==> src/rtl/imem_loader.sv <==
// Boot-time imem loader: assembles little-endian words from a byte stream and holds the core in reset until loaded.
// Optional checksum trailer check is compiled in with IMEM_LOADER_CSUM_EN.
//
// state | meaning
// IDLE  | waiting for start_i (after reset or a rejected/failed load)
// RECV  | collecting the 4 bytes of the current word
// WRITE | one-cycle imem write strobe for the assembled word
// DONE  | load complete, core released
// CSUM  | collecting the 4-byte expected checksum (IMEM_LOADER_CSUM_EN only)
module imem_loader #(
   parameter logic [31:0] BASE_ADDR = 32'h0000_0000,
   parameter int          MAX_WORDS = 1024,
   parameter int          CNT_W     = 11
) (
   input  logic             clk,
   input  logic             reset,
   input  logic             start_i,
   input  logic [CNT_W-1:0] len_i,
   input  logic             byte_valid_i,
   input  logic [7:0]       byte_data_i,
   output logic             byte_ready_o,
   output logic             wr_en_imem_o,
   output logic [31:0]      wr_addr_imem_o,
   output logic [31:0]      wr_instr_imem_o,
   output logic             cpu_hold_o,
   output logic             busy_o,
   output logic             done_o,
   output logic             err_o
);

   localparam logic [CNT_W-1:0] MAX_LEN = CNT_W'(MAX_WORDS);

   typedef enum logic [2:0] {
      IDLE,
      RECV,
      WRITE,
      DONE
`ifdef IMEM_LOADER_CSUM_EN
      , CSUM
`endif
   } state_t;

   state_t           state;
   logic [CNT_W-1:0] word_cnt;
   logic [CNT_W-1:0] len_q;
   logic [1:0]       byte_cnt;
   logic [23:0]      word_buf;
   logic             byte_fire;
   logic [31:0]      word_full;
`ifdef IMEM_LOADER_CSUM_EN
   logic [31:0]      csum;
`endif

   // Earlier bytes are shifted down, so after three bytes word_buf holds {b2,b1,b0}.
   assign byte_fire = byte_valid_i & byte_ready_o;
   assign word_full = {byte_data_i, word_buf};

   always_ff @(posedge clk or negedge reset) begin
      if (!reset) begin
         state           <= IDLE;
         word_cnt        <= '0;
         len_q           <= '0;
         byte_cnt        <= '0;
         word_buf        <= '0;
         byte_ready_o    <= 1'b0;
         wr_en_imem_o    <= 1'b0;
         wr_addr_imem_o  <= '0;
         wr_instr_imem_o <= '0;
         cpu_hold_o      <= 1'b1;
         busy_o          <= 1'b0;
         done_o          <= 1'b0;
         err_o           <= 1'b0;
`ifdef IMEM_LOADER_CSUM_EN
         csum            <= '0;
`endif
      end else begin
         wr_en_imem_o <= 1'b0;
         case (state)
            IDLE, DONE: begin
               if (start_i) begin
                  done_o   <= 1'b0;
                  err_o    <= 1'b0;
                  len_q    <= len_i;
                  word_cnt <= '0;
                  byte_cnt <= '0;
`ifdef IMEM_LOADER_CSUM_EN
                  csum     <= '0;
`endif
                  if (len_i == '0) begin
                     state        <= DONE;
                     done_o       <= 1'b1;
                     cpu_hold_o   <= 1'b0;
                     busy_o       <= 1'b0;
                     byte_ready_o <= 1'b0;
                  end else if (len_i > MAX_LEN) begin
                     state        <= IDLE;
                     err_o        <= 1'b1;
                     cpu_hold_o   <= 1'b1;
                     busy_o       <= 1'b0;
                     byte_ready_o <= 1'b0;
                  end else begin
                     state        <= RECV;
                     cpu_hold_o   <= 1'b1;
                     busy_o       <= 1'b1;
                     byte_ready_o <= 1'b1;
                  end
               end
            end

            RECV: begin
               if (byte_fire) begin
                  byte_cnt <= byte_cnt + 2'd1;
                  word_buf <= {byte_data_i, word_buf[23:8]};
                  if (byte_cnt == 2'd3) begin
                     state           <= WRITE;
                     byte_ready_o    <= 1'b0;
                     wr_en_imem_o    <= 1'b1;
                     wr_addr_imem_o  <= BASE_ADDR + (32'(word_cnt) << 2);
                     wr_instr_imem_o <= word_full;
`ifdef IMEM_LOADER_CSUM_EN
                     csum            <= csum + word_full;
`endif
                  end
               end
            end

            WRITE: begin
               word_cnt <= word_cnt + CNT_W'(1);
               byte_cnt <= '0;
               if (word_cnt + CNT_W'(1) == len_q) begin
`ifdef IMEM_LOADER_CSUM_EN
                  state        <= CSUM;
                  byte_ready_o <= 1'b1;
`else
                  state        <= DONE;
                  busy_o       <= 1'b0;
                  done_o       <= 1'b1;
                  cpu_hold_o   <= 1'b0;
`endif
               end else begin
                  state        <= RECV;
                  byte_ready_o <= 1'b1;
               end
            end

`ifdef IMEM_LOADER_CSUM_EN
            CSUM: begin
               if (byte_fire) begin
                  byte_cnt <= byte_cnt + 2'd1;
                  word_buf <= {byte_data_i, word_buf[23:8]};
                  if (byte_cnt == 2'd3) begin
                     byte_ready_o <= 1'b0;
                     busy_o       <= 1'b0;
                     if (word_full == csum) begin
                        state      <= DONE;
                        done_o     <= 1'b1;
                        cpu_hold_o <= 1'b0;
                     end else begin
                        state      <= IDLE;
                        err_o      <= 1'b1;
                        cpu_hold_o <= 1'b1;
                     end
                  end
               end
            end
`endif

            default: state <= IDLE;
         endcase
      end
   end

endmodule

==> config.mk <==
export PLATFORM = sky130hd
export DESIGN_NAME = imem_loader
export DESIGN_NICKNAME = d
export VERILOG_FILES = /design/src/rtl/imem_loader.sv
export SDC_FILE = /design/constraint.sdc
export NUM_CORES = 1
export LEC_CHECK = 0
export CORE_MARGIN = 2
export CORE_UTILIZATION = 48
export DETAILED_ROUTE_END_ITERATION = 7
export GPL_TIMING_DRIVEN = 0
export PLACE_DENSITY = 0.86
export SLEW_MARGIN = 20
export SYNTH_ARGS = -nofsm -noshare
export SYNTH_HDL_FRONTEND = slang
export SYNTH_SLANG_ARGS = --single-unit
==> constraint.sdc <==
create_clock -name clk -period 3.1 [get_ports clk]
set_clock_uncertainty 0.2 [all_clocks]
set_input_delay 0.62 -clock clk [delete_from_list [all_inputs] [get_ports clk]]
set_output_delay 0.62 -clock clk [all_outputs]
set_load 0.02 [all_outputs]
# After elaboration in Yosys (flattened, before gate mapping)
# Index checks and enable logic that the tools add are counted.
# W data, S select, Z words.
word_totals:
  ff_bits: 100
  latch_bits: 0
  ram_bits: 0
  mem_bits_ro: 0
  out_inout_bits: 70
  n_memories: 0
op_classes:
  addsub: 2
  multipliers: 0
  n_div: 0
  n_lt_le_gt_ge: 1
  eq_ne: 10
  n_shift: 0
  mux: 33
  bitwise: 1
  reduce_logical: 13
op_table:
  columns: ["operator", "count"]
  rows:
  - ["$pmux W11 S2", 1]
  - ["$mux W1", 18]
  - ["$reduce_and A3 Y1", 4]
  - ["$add A11 B1 Y11 const B", 1]
  - ["$eq A11 B11 Y1", 1]
  - ["$gt A11 B11 Y1 const B", 1]
  - ["$logic_not A11 Y1", 1]
  - ["$mux W11", 1]
  - ["$ne A2 B2 Y1 const B", 5]
  - ["$mux W3", 3]
  - ["$pmux W3 S3", 1]
  - ["$mux W2", 4]
  - ["$eq A3 B2 Y1 const B", 2]
  - ["$pmux W1 S2", 3]
  - ["$pmux W2 S3", 1]
  - ["$reduce_and A2 Y1", 3]
  - ["$reduce_and A5 Y1", 1]
  - ["$eq A3 B1 Y1 const B", 1]
  - ["$logic_not A3 Y1", 1]
  - ["$pmux W1 S3", 1]
  - ["$reduce_bool A3 Y1", 1]
  - ["$add A2 B1 Y2 const B", 1]
  - ["$eq A2 B2 Y1 const B", 1]
  - ["$reduce_bool A2 Y1", 1]
  - ["other kinds (2)", 2]

# Depth between registers and ports, before layout
# Gate-level depths: netlist of run 1.
logic_depth:
  ltp_word: 5
  depth_mapped: 8

# Worst setup path after synthesis of run 1
# OpenSTA, ideal clock, no wires.
synth_path:
  path_type: "reg-to-reg"
  from: "register word_cnt[0]"
  to: "register busy_o"
  setup_ns: 0.120
  t_arrival_ns: 2.246
  t_required_ns: 2.780
  slack_ns: 0.534
  path_stages_with_launch: 9
  n_path_buf: 1
  synth_period_minus_slack_ns: 2.566
  cell_sequence: "dfrtp_1 > ha_1 > and4_2 > clkbuf_1 > xor2_1 > o31ai_1 > a32oi_1 > or3_4 > a31o_1"
synth_between:
  elab_chain_cells: 4
synth_rtl:
  columns: ["item", "line_no", "source"]
  rows:
  - ["start: declaration", "44", "logic [CNT_W-1:0] word_cnt;"]
  - ["start signal: assignment", "128", "word_cnt <= word_cnt + CNT_W'(1);"]
  - ["$add A11 B1 Y11", "130", "if (word_cnt + CNT_W'(1) == len_q) begin"]
  - ["$eq A11 B11 Y1", "130", null]
  - ["$ne A2 B2 Y1 (no line)", null, null]
  - ["$reduce_and A3 Y1 (no line)", null, null]
  - ["end signal: assignment", "99", "busy_o <= 1'b0;"]
  - ["end signal: assignment", "104", "busy_o <= 1'b1;"]
  - ["end signal: assignment", "136", "busy_o <= 1'b0;"]
  - ["end: declaration", "26", "output logic busy_o,"]
# Every way passes these cells.
# A chain may end at the register's enable or synchronous reset.

# Final worst setup path of run 1
# Ends and elaborated chain as after synthesis.

==> results of run 1 <==
==> state kept, by name, indices dropped and copies added, names as in the netlist <==
register / count
len_q: 11
state: 2
err_o: 1
byte_cnt: 2
cpu_hold_o: 1
word_buf: 24
wr_addr_imem_o: 11
busy_o: 1
wr_en_imem_o: 1
byte_ready_o: 1
word_cnt: 11
done_o: 1
wr_instr_imem_o: 32
==> power by group through the flow <==
stage / logic (µW) / clock network [µW] / registers [µW]
6_report: 1310 / 798 / 1860
3_3_place_gp: 1230 / 0 / 1860
5_1_grt: 1420 / 863 / 1910
4_1_cts: 1310 / 815 / 1860
3_5_place_dp: 1300 / 0 / 1890
2_1_floorplan: 911 / 0 / 1860
==> what timing repair did <==
action,in CTS,in global routing
endpoints found under the hold margin,32,0
hold buffers,1,0
gates resized for setup,0,0
endpoints found under the setup margin,0,0
==> worst paths after layout <==
path                                    startpoint                        endpoint  slack (ps)  cells past startpoint
min in group asynchronous                    reset  wr_instr_imem_o[3]$_DFFE_PN0P_         520                      2
max in group asynchronous                    reset         word_cnt[5]$_DFFE_PN0P_        1560                      3
min                        word_buf[6]$_DFFE_PN0P_  wr_instr_imem_o[6]$_DFFE_PN0P_         280                      2
max                        word_cnt[0]$_DFFE_PN0P_              busy_o$_DFFE_PN0P_         230                      8
max reg2reg                word_cnt[0]$_DFFE_PN0P_              busy_o$_DFFE_PN0P_         230                      8
min reg2reg                word_buf[6]$_DFFE_PN0P_  wr_instr_imem_o[6]$_DFFE_PN0P_         280                      2
==> cell usage in the layout, fill, tap and decap left out, drive strengths merged, types with 3 or more instances in the layout <==
cell type	count
a211oi	4
a21o	6
a21oi	6
a22o	11
and4	3
buf	27
clkbuf	30
clkdlybuf4s50	70
conb	21
dfrtp	98
ha	4
inv	11
mux2	37
nand2	136
nand2b	5
nand3	11
nor2	6
nor3	6
o21ai	15
o31ai	3
or4	4
xnor2	3
xor2	8
==> final cells by class <==
type / instances / area, µm²
Buffer: 45 / 254
Sequential cell: 99 / 2480
Tap cell: 129 / 161
Timing Repair Buffer: 73 / 749
Inverter: 8 / 30.0
Clock inverter: 6 / 55.1
Multi-Input combinational cell: 320 / 1920
Clock buffer: 10 / 138
Fill cell: 785 / 3500
==> tightest hold or removal path: stages, from the launching register on <==
cell and delay (ps):
dfrtp_1 350, nand2_1 50, nand2_1 50
==> stage by stage <==
step	worst slack [ps]	cell area [µm²]	setup TNS [ps]	utilization, %	power, µW
CTS	246	5790	0	62.3	3980
global route	91.2	5790	0	62.3	4190
global placement	-2220	5560	-217940	59.8	3080
detailed placement	-19.6	5580	-19.6	60.1	3190
finish	228	5790	0	62.3	3970
floorplan	534	4680	0	-	2770
==> logic make-up (layout without fill, tap and decap cells) <==
family / after synthesis / after routing / synth area share, %
fa+ha+maj: 4 / 4 / 1.09
simple gates: 184 / 184 / 17.8
compound gates: 63 / 63 / 9.99
xor+xnor: 11 / 11 / 2.09
flops: 99 / 99 / 53.8
other cells: 1 / 21 / 0.0814
mux: 37 / 37 / 9.04
buf+inv: 53 / 142 / 6.16
==> routing by layer <==
layer,track usage [%],wire [µm],vias up
li1,-,-,1711
met1,24.1,4190,1744
met2,36.9,5280,128
met3,3.76,498,18
met4,7.79,175,0
met5,0,0,-
==> metrics.cfg, run 1 <==
[detailed_routing]
drtPass1Iterations=5
remaining_drc_errors=0
detail_route.iter0.violations=237
via_total_after_detailed_routing=3601
routed_wirelength_mm=10.1
drt.antenna.violating_nets=0
vias_per_cell=5.22
route.detailed.wl_per_inst_um=14.7

[clocking]
clock_input_transition_at_the_sequential_cells_of_the_worst_setup_and_hold_paths_ps=100
htreeDepth=3
cts_root_buffer=clkbuf_8
tritoncts=built
clock_latency_ps=370
clock_sinks=99
cts-root-to-sink-buffers=2
postCtsSetupRepairBufs=0
cts-buffers-inserted=9

[logic_synthesis]
syn_avg_cell_area_um2=10.2
library_cell_with_the_highest_instance_count_after_synthesis=nand2_1
postSynthCellCount=452
ys.flop_type=dfrtp_1
synthTopCellsByArea=dfrtp_1 53%, nand2_1 11%, mux2_2 9.0%, buf_4 3.6%, a22o_1 1.9%
yosys_top_cell_by_area=dfrtp_1
synth_enable_flop_cells=0
synth_largest_type_area_fraction_pct=53.2
seq_total_area_yosys_pct=53.8
ys_top_cells_by_count=136 x nand2_1, 98 x dfrtp_1, 37 x mux2_2, 22 x buf_4, 20 x clkbuf_1
async_flop_share_pct=100
synth_cell_types=56
synthesis.yosys.warnings=0
syn-cell-area_um2=4610
synth_seq_cells=99

[placement]
gp_congestion=0.857
portBuffers=71
total_placed_cells_including_tap_cells=673
dpl_wire_length_mm=7.67

[power_and_ir_drop]
power.static_leakage_uw=0.00277
switching_share_pct=35.2
power.net_switching_uw=1400
vdd_ir_drop_max_v=0.000456
cell_internal_power_uw=2570
power_frac_seq_pct=46.9
clkPwrFrac_pct=20.1
power.combinational.fraction_pct=33.0
power.density_cell_area_nw_per_um2=686

[run]
max_cap_violations=0

[layout]
drive_above_1_share_pct=16.2
fin_cells=690
design.final.nets=583
area_growth_syn_to_layout_pct=25.6
final_antenna_diode_count=0

[floorplanning]
fp.coreArea_um2=9280
design.die.area_um2=10400
chipHeight_um=102
initial_core_util_pct=49.6
ioPinCount=93
die_w_um=102
rows=35

[worst_setup_path]
path_cells=ha_1 > and4_2 > clkbuf_1 > xor2_1 > o31ai_1 > a32oi_1 > or3_4 > a31o_1
worst_path_dominant_cell_family=simple AND/OR/NAND/NOR gates
crit_required_ps=3170
critical_path_buf_inv_count=1
worst_path_largest_cell_delay_ps=490
setup.worst_path.start_class=register
worstSetupEndpointType=register
cp_class=reg -> reg
crit_fanout=8
timing.critical_path.slowest_stage_cell=dfrtp_1
crit_arrival_ps=2940

[global_route]
grt.total_usage_pct=20.4
grt_max_degree=67
grt-ovfl-total=0
grt_pass1_vias=3540
grt_first_pass_wirelength_mm=16.5
number_of_antenna_violations_at_the_first_check_in_global_routing=0

[sta]
worst_pin_slew_ps=616
hold_worst_slack_ps=282
maxClockFrequency_mhz=348
final_min_period_over_clock_period_pct=92.7
setup_viol_count_final=0
max_slew_margin_pct=58.7
timing.final.max_slew_violations=0
period_needed_ps=2870
number_of_hold_violations_in_the_final_report=0
rsz0062_at_grt=false

[run_status]
run_status=completed

[min_path]
hold_path_class=reg -> reg

No activity file was read; power rests on OpenSTA's default activity.
==> inputs of run 2 (changes only) <==
- CORE_ASPECT_RATIO: default -> 1.5
==> run 2 against run 1 <==
Design area is 2.1% higher. Count of clock-buffer cells in the layout is 1 higher. Maximum frequency is 0.43% lower. Non-clock buffer count stayed put. Routed wire length is 3.8% higher. Power is 11% higher. Critical path depth stayed put. Worst setup slack worse by 12 ps. Die area is 0.15% higher. Combinational power hardly changed. Global-route usage is 1.0 points higher. Critical endpoint unchanged.
==> metrics.cfg, run 2 (synthesized netlist as in run 1, its figures left out) <==
[global_route]
grt_first_pass_wirelength_mm=17.5
grt-ovfl-total=0
number_of_antenna_violations_at_the_first_check_in_global_routing=0
grt_max_degree=81
grt.total_usage_pct=21.4
grt_pass1_vias=3625

[floorplanning]
die_w_um=84
ioPinCount=93
chipHeight_um=124
design.die.area_um2=10400
fp.coreArea_um2=9310
rows=43
initial_core_util_pct=49.5

[worst_setup_path]
worstSetupPathDepth=8
worstSetupEndpointType=register
worst_path_dominant_cell_family=compound AO/OA/AOI/OAI gates
timing.reg2reg.setup_slack_ps=220
timing.critical_path.slowest_stage_cell=dfrtp_1
critical_path_buf_inv_count=1
path_cells=ha_2 > and4_2 > clkbuf_1 > xor2_1 > o31ai_1 > a32oi_1 > or3_4 > a31o_1
worst_path_largest_cell_delay_ps=490
crit_fanout=8
cp_class=reg -> reg
reg2regPathDepth=8
crit_arrival_ps=2920
crit_required_ps=3140
setup.worst_path.start_class=register

[clocking]
clock_latency_ps=350
htreeDepth=3
cts-buffers-inserted=9
clock_input_transition_at_the_sequential_cells_of_the_worst_setup_and_hold_paths_ps=70
tritoncts=built
clock_sinks=99
cts-root-to-sink-buffers=2
postCtsSetupRepairBufs=0
cts_root_buffer=clkbuf_16

[power_and_ir_drop]
power.combinational.fraction_pct=29.8
power.net_switching_uw=1420
power_frac_seq_pct=42.2
power.static_leakage_uw=0.00284
vdd_ir_drop_max_v=0.000543
power.density_cell_area_nw_per_um2=748
cell_internal_power_uw=3000
clkPwrFrac_pct=28.0
switching_share_pct=32.2

[layout]
design.final.nets=583
area_growth_syn_to_layout_pct=28.3
final_common_cell=nand2_1
commonest_cells_after_routing_fill_and_taps_aside=136 x nand2_1, 98 x dfrtp_1, 70 x clkdlybuf4s50_1
registers.top_by_ff_count=wr_instr_imem_o
fin_util_pct=63.5
drive_above_1_share_pct=16.4
largest_register_ffs=32
final_antenna_diode_count=0
largest_regs=wr_instr_imem_o x32, word_buf x24

[detailed_routing]
drt.antenna.violating_nets=0
detail_route.iter0.violations=228
vias_per_cell=5.42
remaining_drc_errors=0
via_total_after_detailed_routing=3649
drtPass1Iterations=5
routed_wirelength_mm=10.5
route.detailed.wl_per_inst_um=15.6

[sta]
timing.final.max_slew_violations=0
final_min_period_over_clock_period_pct=93.1
period_needed_ps=2880
tns_ps=0
worst_pin_slew_ps=695
rsz0062_at_grt=false
maxClockFrequency_mhz=347
setup_viol_count_final=0
number_of_hold_violations_in_the_final_report=0
max_slew_margin_pct=53.4

[min_path]
hold_path_class=reg -> reg
whs_path_depth=2

[placement]
gp_congestion=0.864
dpl_wire_length_mm=7.63
portBuffers=71

[run_status]
run_status=completed

[run]
max_cap_violations=0

## run 2: per-stage QoR
| step | total power [µW] | cell area [µm²] | setup WS [ps] | hold WS [ps] | cells |
|---|---|---|---|---|---|
| global route | 4660 | 5910 | 68.6 | 287 | 673 |
| global placement | 3100 | 5530 | -2200 | 243 | 655 |
| floorplan | 2770 | 4680 | 534 | 124 | 472 |
| CTS | 4430 | 5910 | 196 | 269 | 673 |
| finish | 4420 | 5910 | 215 | 268 | 673 |
| detailed placement | 3190 | 5560 | -25.0 | 251 | 656 |
## run 2: worst paths after layout
check	startpoint	end
max	word_cnt[0]$_DFFE_PN0P_	busy_o$_DFFE_PN0P_
min	word_buf[7]$_DFFE_PN0P_	wr_instr_imem_o[7]$_DFFE_PN0P_
max reg2reg	word_cnt[0]$_DFFE_PN0P_	busy_o$_DFFE_PN0P_
min reg2reg	word_buf[7]$_DFFE_PN0P_	wr_instr_imem_o[7]$_DFFE_PN0P_
max in group asynchronous	reset	wr_addr_imem_o[7]$_DFFE_PN0P_
min in group asynchronous	reset	word_buf[13]$_DFFE_PN0P_
## run 2: cell type report
class | count | area [µm²]
inverters | 8 | 30.0
fillers | 730 | 3400
plain buffers | 45 | 254
repair buffers | 73 | 749
flip-flops and latches | 99 | 2480
clock buffers | 11 | 253
multi-input cells | 320 | 1920
clock inverters | 5 | 82.6
well taps | 112 | 140
## run 2: per-layer routing
layer	share of wire [%]	vias up	global-route usage, %
met5	0	-	0
met4	2.6	0	9.68
met3	5.3	29	3.58
met2	54	141	38.9
met1	38	1763	24.9
li1	-	1716	-
## run 2: power by group through the flow
stage | logic (µW) | registers (µW) | clock network (µW)
after global routing | 1460 | 1900 | 1300
after CTS | 1320 | 1860 | 1250
after detailed placement | 1300 | 1880 | 0
final | 1320 | 1860 | 1240
after global placement | 1240 | 1860 | 0
after floorplan | 911 | 1860 | 0
## run 2: worst min-delay path, cell delays in order, from the launching register on
cell and delay [ps]:
dfrtp_1 330, nand2_1 50, nand2_1 50
## run 2: timing repair
action                                  in CTS  in global routing
endpoints found under the setup margin       0                  1
hold buffers                                 1                  0
endpoints found under the hold margin       18                  0
resized for setup                            0                  1
==> inputs of run 3 (changes only) <==
==> constraint.sdc (replaced) <==
create_clock -name clk -period 3.1 [get_ports clk]
set_clock_uncertainty 0.2 [all_clocks]
set_input_delay 0.31 -clock clk [delete_from_list [all_inputs] [get_ports clk]]
set_output_delay 0.31 -clock clk [all_outputs]
set_load 0.02 [all_outputs]
==> results of run 3 <==
The final DEF is identical to that of run 2. Status: completed.
Main changes from that run: setup slack after placement -25.0 ps -> 247 ps; hold slack 268 ps -> 170 ps
